$ cat config.mk
export PLATFORM = sky130hd
export DESIGN_NAME = qr_combine_sequencer
export DESIGN_NICKNAME = d
export VERILOG_FILES = /design/src/rtl/qr_combine_sequencer.sv
export SDC_FILE = /design/constraint.sdc
export NUM_CORES = 2
export LEC_CHECK = 0
export BUFFER_PORTS_ARGS = -buffer_cell sky130_fd_sc_hd__buf_4
export CAP_MARGIN = 0
export CORE_AREA = 3 3 343 345
export DETAILED_ROUTE_END_ITERATION = 10
export DIE_AREA = 0 0 346 348
export MAX_ROUTING_LAYER = met4
export SYNTH_ARGS = -nofsm -noshare
export SYNTH_HDL_FRONTEND = slang
export SYNTH_SLANG_ARGS = --single-unit
$ cat constraint.sdc
create_clock -name clk_in -period 79.3 [get_ports clk_in]
set_input_delay 15.86 -clock clk_in [delete_from_list [all_inputs] [get_ports clk_in]]
set_output_delay 15.86 -clock clk_in [all_outputs]
set_load 0.005 [all_outputs]
$ cat src/rtl/qr_combine_sequencer.sv
// -----------------------------------------------------------------------------
// qr_combine_sequencer
//
// Purpose:
//   Sequences one full QR capture as three downsampler passes. Each pass covers
//   one region of the code. The block stores each returned grid in its own slot.
//   It then builds the final grid from the three slots:
//     - top-left (x<10, y<10) comes from slot 0
//     - top-right (x>=10, y<10) comes from slot 1
//     - bottom (y>=10) comes from slot 2
//   The result goes out through a valid/ready handshake.
//   If a pass waits too long, the block drops the whole capture, pulses
//   timeout_out for one cycle and returns to idle.
//
// Ports:
//   clk_in        single clock, rising edge
//   rst_in        asynchronous active-high reset
//   start_in      request one capture (only honoured when idle)
//   ds_start_out  one-cycle start pulse to the downsampler
//   ds_pass_out   pass index 0/1/2 (region select), 0 when idle
//   ds_done_in    downsampler pass complete, ds_grid_in valid this cycle
//   ds_grid_in    downsampled grid of the current pass, bit x + y*CODE_SIZE
//   qr_code_out   combined QR grid, holds its value until the next combine
//   qr_valid_out  qr_code_out valid
//   qr_ready_in   consumer accepts qr_code_out
//   busy_out      high whenever the sequencer is not idle
//   timeout_out   one-cycle pulse when a pass times out
// -----------------------------------------------------------------------------
module qr_combine_sequencer #(
  parameter int unsigned CODE_SIZE      = 21,
  parameter int unsigned TIMEOUT_CYCLES = 1000000
) (
  input  logic                             clk_in,
  input  logic                             rst_in,
  input  logic                             start_in,
  output logic                             ds_start_out,
  output logic [1:0]                       ds_pass_out,
  input  logic                             ds_done_in,
  input  logic [CODE_SIZE*CODE_SIZE-1:0]   ds_grid_in,
  output logic [CODE_SIZE*CODE_SIZE-1:0]   qr_code_out,
  output logic                             qr_valid_out,
  input  logic                             qr_ready_in,
  output logic                             busy_out,
  output logic                             timeout_out
);

  localparam int unsigned GridBits = CODE_SIZE * CODE_SIZE;
  // Region boundary (in modules) between the three downsampler passes.
  localparam int          Split    = 10;
  localparam int unsigned CntW     = (TIMEOUT_CYCLES > 1) ? $clog2(TIMEOUT_CYCLES) : 1;
  localparam logic [CntW-1:0] CntLast = CntW'(TIMEOUT_CYCLES - 1);

  typedef enum logic [2:0] {
    StIdle,
    StIssue,
    StWait,
    StCombine,
    StOutput
  } state_e;

  state_e              r_state;
  logic [1:0]          r_pass;
  logic [CntW-1:0]     r_cnt;
  logic [GridBits-1:0] r_slot0;
  logic [GridBits-1:0] r_slot1;
  logic [GridBits-1:0] r_slot2;
  logic [GridBits-1:0] r_qr_code;
  logic                r_qr_valid;
  logic                r_ds_start;
  logic                r_busy;
  logic                r_timeout;

  logic [GridBits-1:0] w_combined;

  // Static region map: every output bit is wired to exactly one slot bit.
  for (genvar gy = 0; gy < CODE_SIZE; gy++) begin : g_row
    for (genvar gx = 0; gx < CODE_SIZE; gx++) begin : g_col
      if (gy >= Split) begin : g_bottom
        assign w_combined[gx + gy*CODE_SIZE] = r_slot2[gx + gy*CODE_SIZE];
      end else if (gx < Split) begin : g_top_left
        assign w_combined[gx + gy*CODE_SIZE] = r_slot0[gx + gy*CODE_SIZE];
      end else begin : g_top_right
        assign w_combined[gx + gy*CODE_SIZE] = r_slot1[gx + gy*CODE_SIZE];
      end
    end
  end

  always_ff @(posedge clk_in or posedge rst_in) begin
    if (rst_in) begin
      r_state    <= StIdle;
      r_pass     <= 2'd0;
      r_cnt      <= '0;
      r_slot0    <= '0;
      r_slot1    <= '0;
      r_slot2    <= '0;
      r_qr_code  <= '0;
      r_qr_valid <= 1'b0;
      r_ds_start <= 1'b0;
      r_busy     <= 1'b0;
      r_timeout  <= 1'b0;
    end else begin
      // Pulse outputs default low; they are raised only on the transition
      // that needs them.
      r_ds_start <= 1'b0;
      r_timeout  <= 1'b0;

      case (r_state)
        StIdle: begin
          if (start_in) begin
            r_state    <= StIssue;
            r_pass     <= 2'd0;
            r_cnt      <= '0;
            r_ds_start <= 1'b1;
            r_busy     <= 1'b1;
          end
        end

        StIssue: begin
          r_state <= StWait;
        end

        StWait: begin
          // done wins over timeout when both land in the same cycle
          if (ds_done_in) begin
            if (r_pass == 2'd0) begin
              r_slot0 <= ds_grid_in;
            end else if (r_pass == 2'd1) begin
              r_slot1 <= ds_grid_in;
            end else begin
              r_slot2 <= ds_grid_in;
            end

            if (r_pass == 2'd2) begin
              r_state <= StCombine;
            end else begin
              r_state    <= StIssue;
              r_pass     <= r_pass + 2'd1;
              r_cnt      <= '0;
              r_ds_start <= 1'b1;
            end
          end else if (r_cnt == CntLast) begin
            r_state   <= StIdle;
            r_pass    <= 2'd0;
            r_cnt     <= '0;
            r_timeout <= 1'b1;
            r_busy    <= 1'b0;
          end else begin
            r_cnt <= r_cnt + CntW'(1);
          end
        end

        StCombine: begin
          r_qr_code  <= w_combined;
          r_qr_valid <= 1'b1;
          r_state    <= StOutput;
        end

        StOutput: begin
          // qr_code_out is deliberately left untouched after the handshake
          if (qr_ready_in) begin
            r_qr_valid <= 1'b0;
            r_state    <= StIdle;
            r_pass     <= 2'd0;
            r_busy     <= 1'b0;
          end
        end

        default: begin
          r_state    <= StIdle;
          r_pass     <= 2'd0;
          r_cnt      <= '0;
          r_qr_valid <= 1'b0;
          r_busy     <= 1'b0;
        end
      endcase
    end
  end

  assign ds_start_out = r_ds_start;
  assign ds_pass_out  = r_pass;
  assign qr_code_out  = r_qr_code;
  assign qr_valid_out = r_qr_valid;
  assign busy_out     = r_busy;
  assign timeout_out  = r_timeout;

endmodule
After elaboration in Yosys (flattened, before gate mapping)
Index checks and enable logic that the tools add are counted.
{ "word_totals": {"in_bits": 446, "out_inout_bits": 447, "register_bits": 1320, "wordCells": 74} }
{ "op_classes": {"n_addsub": 2, "n_mux": 30, "n_eq_ne": 13, "bitwise_logic": 5, "n_reduce_logical": 13} }
{ "op_table": {"columns": ["operator", "count"], "rows": [
  ["20-bit two-way mux", 4],
  ["20-bit case mux with 3 select lines", 1],
  ["20-bit by 1-bit adder with 20-bit output, second input constant", 1],
  ["20-bit equality test, second input constant", 1],
  ["3-bit case mux with 5 select lines", 1],
  ["2-bit two-way mux", 6],
  ["3-bit two-way mux", 4],
  ["1-bit two-way mux", 10],
  ["5-bit AND reduction", 2],
  ["3-bit AND reduction", 3],
  ["2-bit != test, second input constant", 4],
  ["2-bit case mux with 4 select lines", 1],
  ["4-bit AND reduction", 2],
  ["3-bit by 2-bit equality test with 1-bit output, second input constant", 2],
  ["3-bit != test, second input constant", 2],
  ["3-bit OR reduction", 2],
  ["1-bit NOT", 5],
  ["1-bit case mux with 4 select lines", 1],
  ["3-bit by 1-bit equality test with 1-bit output, second input constant", 1],
  ["3-bit equality test, second input constant", 1],
  ["3-bit logical NOT", 1],
  ["1-bit case mux with 3 select lines", 1],
  ["2-bit by 1-bit adder with 2-bit output, second input constant", 1],
  ["2-bit by 1-bit equality test with 1-bit output, second input constant", 1],
  ["5 further kinds", 5]
]} }

Depth between registers and ports, before layout
{ "depth": {"ltp_word": 4, "mapped_depth": 8, "depth_no_buf": 7} }

Least setup slack after synthesis
Ideal clock, no wire load.
{ "synth_timing": {"kind": "input port to flip-flop", "start": "input ds_done_in", "end": "register r_slot2[278]", "t_required_ns": 79.175, "cell_stages": 6, "n_path_buf": 2, "arrival_ns": 17.200, "setup_ns": 0.125, "setup_slack_ns": 61.975, "cell_sequence": "inv_1 -> or3_1 -> nor3_2 -> buf_2 -> buf_4 -> mux2_2"} }
{ "synth_between": {"elab_chain_cells": 1} }
{ "synth_rtl": {"columns": ["item", "line_no", "text"], "rows": [
  ["from (decl)", "38", "input logic ds_done_in,"],
  ["4-bit AND reduction (no source line)", null, null],
  ["to (signal assigned)", "130", "r_slot2 <= ds_grid_in;"],
  ["to (decl)", "66", "logic [GridBits-1:0] r_slot2;"]
]} }
No other way between the ends.
A chain may end at the register's enable or synchronous reset.

==> results.json <==
{
  "syn_nets": 2494,
  "tightestPinTransition_ns": 1.09,
  "synth_fa_ha_area_share_pct": 0.147,
  "hpwl_um": 64200,
  "drtAntennaViolNets": 0,
  "cts_tree": "built",
  "finalSetupTns_ns": 0,
  "cpPeakStageDelay_ns": 0.93,
  "hold_class": "reg -> reg",
  "crit_fanout": 120,
  "fin_crit_sh_pct": 24.5,
  "gp_congestion": 0.786,
  "clock.fmax_mhz": 51.5,
  "worstPathArrival_ns": 20.11,
  "synth_edf_count": 0,
  "synth_cell_types": 44,
  "drtPass1Iterations": 4,
  "hold_viol_final": 0,
  "placed_area_mm2": 0.0424,
  "path_class": "in -> async",
  "core-area_mm2": 0.115,
  "die_h_um": 348,
  "crit_path_end_kind": "async pin",
  "antenna_found_initial": 19,
  "synthCells": 2044,
  "cts.sinks": 911,
  "leakage_nw": 22.4,
  "pwr-share-seq_pct": 44.0,
  "postCtsSetupBuffers": 0,
  "maxCapViolCount": 0,
  "avgSynthCellArea_um2": 16.7,
  "die_x_um": 346,
  "switching_share_pct": 27.9,
  "relSlewSlack_pct": 27.2,
  "row_count": 124,
  "min_period_ns": 19.43,
  "stdcell_area_mm2": 0.0459,
  "nets": 3407,
  "yosys_warnings": 0,
  "port_buffers": 892,
  "p_sw_mw": 0.502,
  "cts_resized": 0,
  "start_kind": "input port",
  "io_pins": 893,
  "finalMaxSlewViolations": 0,
  "ys.flop_type": "dfrtp_1",
  "cts_htree_levels": 3,
  "viasPerCell": 4.40,
  "clock_skew_ns": 0.0352,
  "drc_errors": 0,
  "synth_compound_area_share_pct": 0.580,
  "netlist_area_mm2": 0.0341,
  "vdd_drop_max_mv": 0.0205,
  "netlist_top_cells_count": "911 x dfrtp_1, 865 x mux2_2, 45 x buf_2",
  "ys_ff_latch": 911,
  "hold_buffers": 0,
  "drive_gt1_share_pct": 64.6,
  "crit_chain": "buf_4 > inv_8 > buf_4 > buf_4 > buf_4 > buf_4",
  "grtUsageTotal_pct": 14.9,
  "yosysTopAreaCellShare_pct": 66.8,
  "cts_root_buffer": "clkbuf_16",
  "clkPwrFrac_pct": 26.6,
  "routed_wl_um": 90200,
  "clk_latency_ns": 0.67,
  "power_mw": 1.80,
  "clk_pin_slew_ns": 0.06,
  "powerDensity_mw_per_mm2": 39.1,
  "r2r-start": "r_state[2]",
  "overflow": 0,
  "cpLargestDelayFamily": "buffers and inverters",
  "ys_async_sr_fraction_pct": 100,
  "synth_top_family_by_area": "multiplexers",
  "synth_xor_area_share_pct": 0.257,
  "initial_utilization_pct": 29.8,
  "yosys.cell_count.top_type": "dfrtp_1",
  "status": "completed",
  "r2r_slack_ns": 75.03,
  "p_comb_share_pct": 29.4,
  "numCtsBuffers": 99,
  "rsz0062_at_grt": "false",
  "path_buf_inv": 6,
  "cp_slowest_cell": "buf_4",
  "finalSetupViolCount": 0,
  "num_vias": 20100,
  "crit_top_cell": "buf_4",
  "wl_per_cell_um": 19.7,
  "internal-power_mw": 1.29,
  "yosysTopAreaCell": "dfrtp_1",
  "clockBufferDepth": 3,
  "crit_start": "rst_in",
  "grt_pass1_vias": 21000,
  "muxShareOfSynthArea_pct": 29.2,
  "hp-start": "r_slot2[363]",
  "grt_pass1_wl_um": 134000,
  "yosys.area_share.simple_pct": 1.43,
  "ys_seq_area_share_pct": 66.8,
  "grt_max_degree": 167,
  "drt-initial-drc-count": 806,
  "synth_area_leaders": "dfrtp_1 67%, mux2_2 29%, buf_2 0.66%, mux2_1 0.59%, buf_4 0.42%",
  "die_area_mm2": 0.120,
  "areaGrowthSynthToFinish_pct": 34.7,
  "required_ns": 79.99
}
## path summary, 6_finish.rpt
kind                                         end  cells past startpoint
worst max register to register   qr_code_out[70]                      5
max in group clk_in                 r_slot2[291]                      8
worst min register to register  qr_code_out[363]                      1
min in group asynchronous           r_slot2[312]                      2
worst max-delay path                 r_slot1[19]                      6
worst min-delay path            qr_code_out[363]                      1
## metrics by stage
stage / util (%) / setup WS (ns) / hold slack (ns) / cells
final: 40.1 / 59.87 / 0.475 / 4570
after global placement: 37.0 / 58.94 / 0.464 / 4368
after detailed placement: 37.0 / 58.93 / 0.471 / 4368
after global routing: 40.1 / 59.20 / 0.497 / 4569
after floorplan: - / 37.83 / 0.454 / 2044
after CTS: 40.1 / 59.71 / 0.478 / 4550
## per-layer routing
metal | track usage (%) | up-vias | routed length [um]
met5 | - | - | 0
met1 | 15.9 | 10300 | 33600
met4 | 6.08 | 0 | 3450
met2 | 25.1 | 608 | 45700
met3 | 5.52 | 156 | 7440
li1 | - | 9095 | -
## power by group through the flow
stage / Sequential [mW] / Combinational (mW) / Clock [mW]
6_report: 0.790 / 0.529 / 0.477
5_1_grt: 0.818 / 0.571 / 0.513
4_1_cts: 0.792 / 0.542 / 0.494
3_5_place_dp: 0.799 / 0.541 / 0
3_3_place_gp: 0.793 / 0.531 / 0
2_1_floorplan: 0.783 / 0.270 / 0
## cell usage in the layout, fill, tap and decap left out, drive strengths merged, types with 6 or more instances in the layout
cell      instances
buf             918
dfrtp           911
mux2            883
clkbuf          133
clkinv           30
diode            20
nor2             19
nand2            19
nand3            15
o21ai            13
inv              10
xnor2             9
nor4              7
clkinvlp          7
bufinv            7
nor3              6
## worst register-to-register path: cells and delay by family (launching register included)
kind | cells | cell delay [ns]
flip-flops | 1 | 0.51
AND/OR/NAND/NOR | 1 | 0.73
multiplexers | 1 | 0.49
buffers and inverters | 3 | 2.43
## area by class of cell
class,count,area [um2]
inverters,5,26.3
fillers,10700,68600
well taps,1512,1890
multi-input cells,1022,10800
repair buffers,918,6900
clock buffers,133,2880
diodes,20,50.0
flip-flops and latches,911,22800
clock inverters,49,593
## kinds of logic (layout without fill, tap and decap cells)
family,Yosys count,after routing
compound gates,31,31
xor+xnor,10,10
flops,911,911
mux,883,883
buf+inv,111,1105
fa+ha+maj,4,4
simple gates,94,94
other cells,0,20
## flip-flops by register name, indices dropped and copies added, names as in the netlist
register,flops
r_cnt,20
ds_pass_out,2
r_slot1,110
busy_out,1
qr_valid_out,1
qr_code_out,441
ds_start_out,1
r_slot0,100
r_state,3
r_slot2,231
timeout_out,1
No activity file was read; power rests on OpenSTA's default activity.
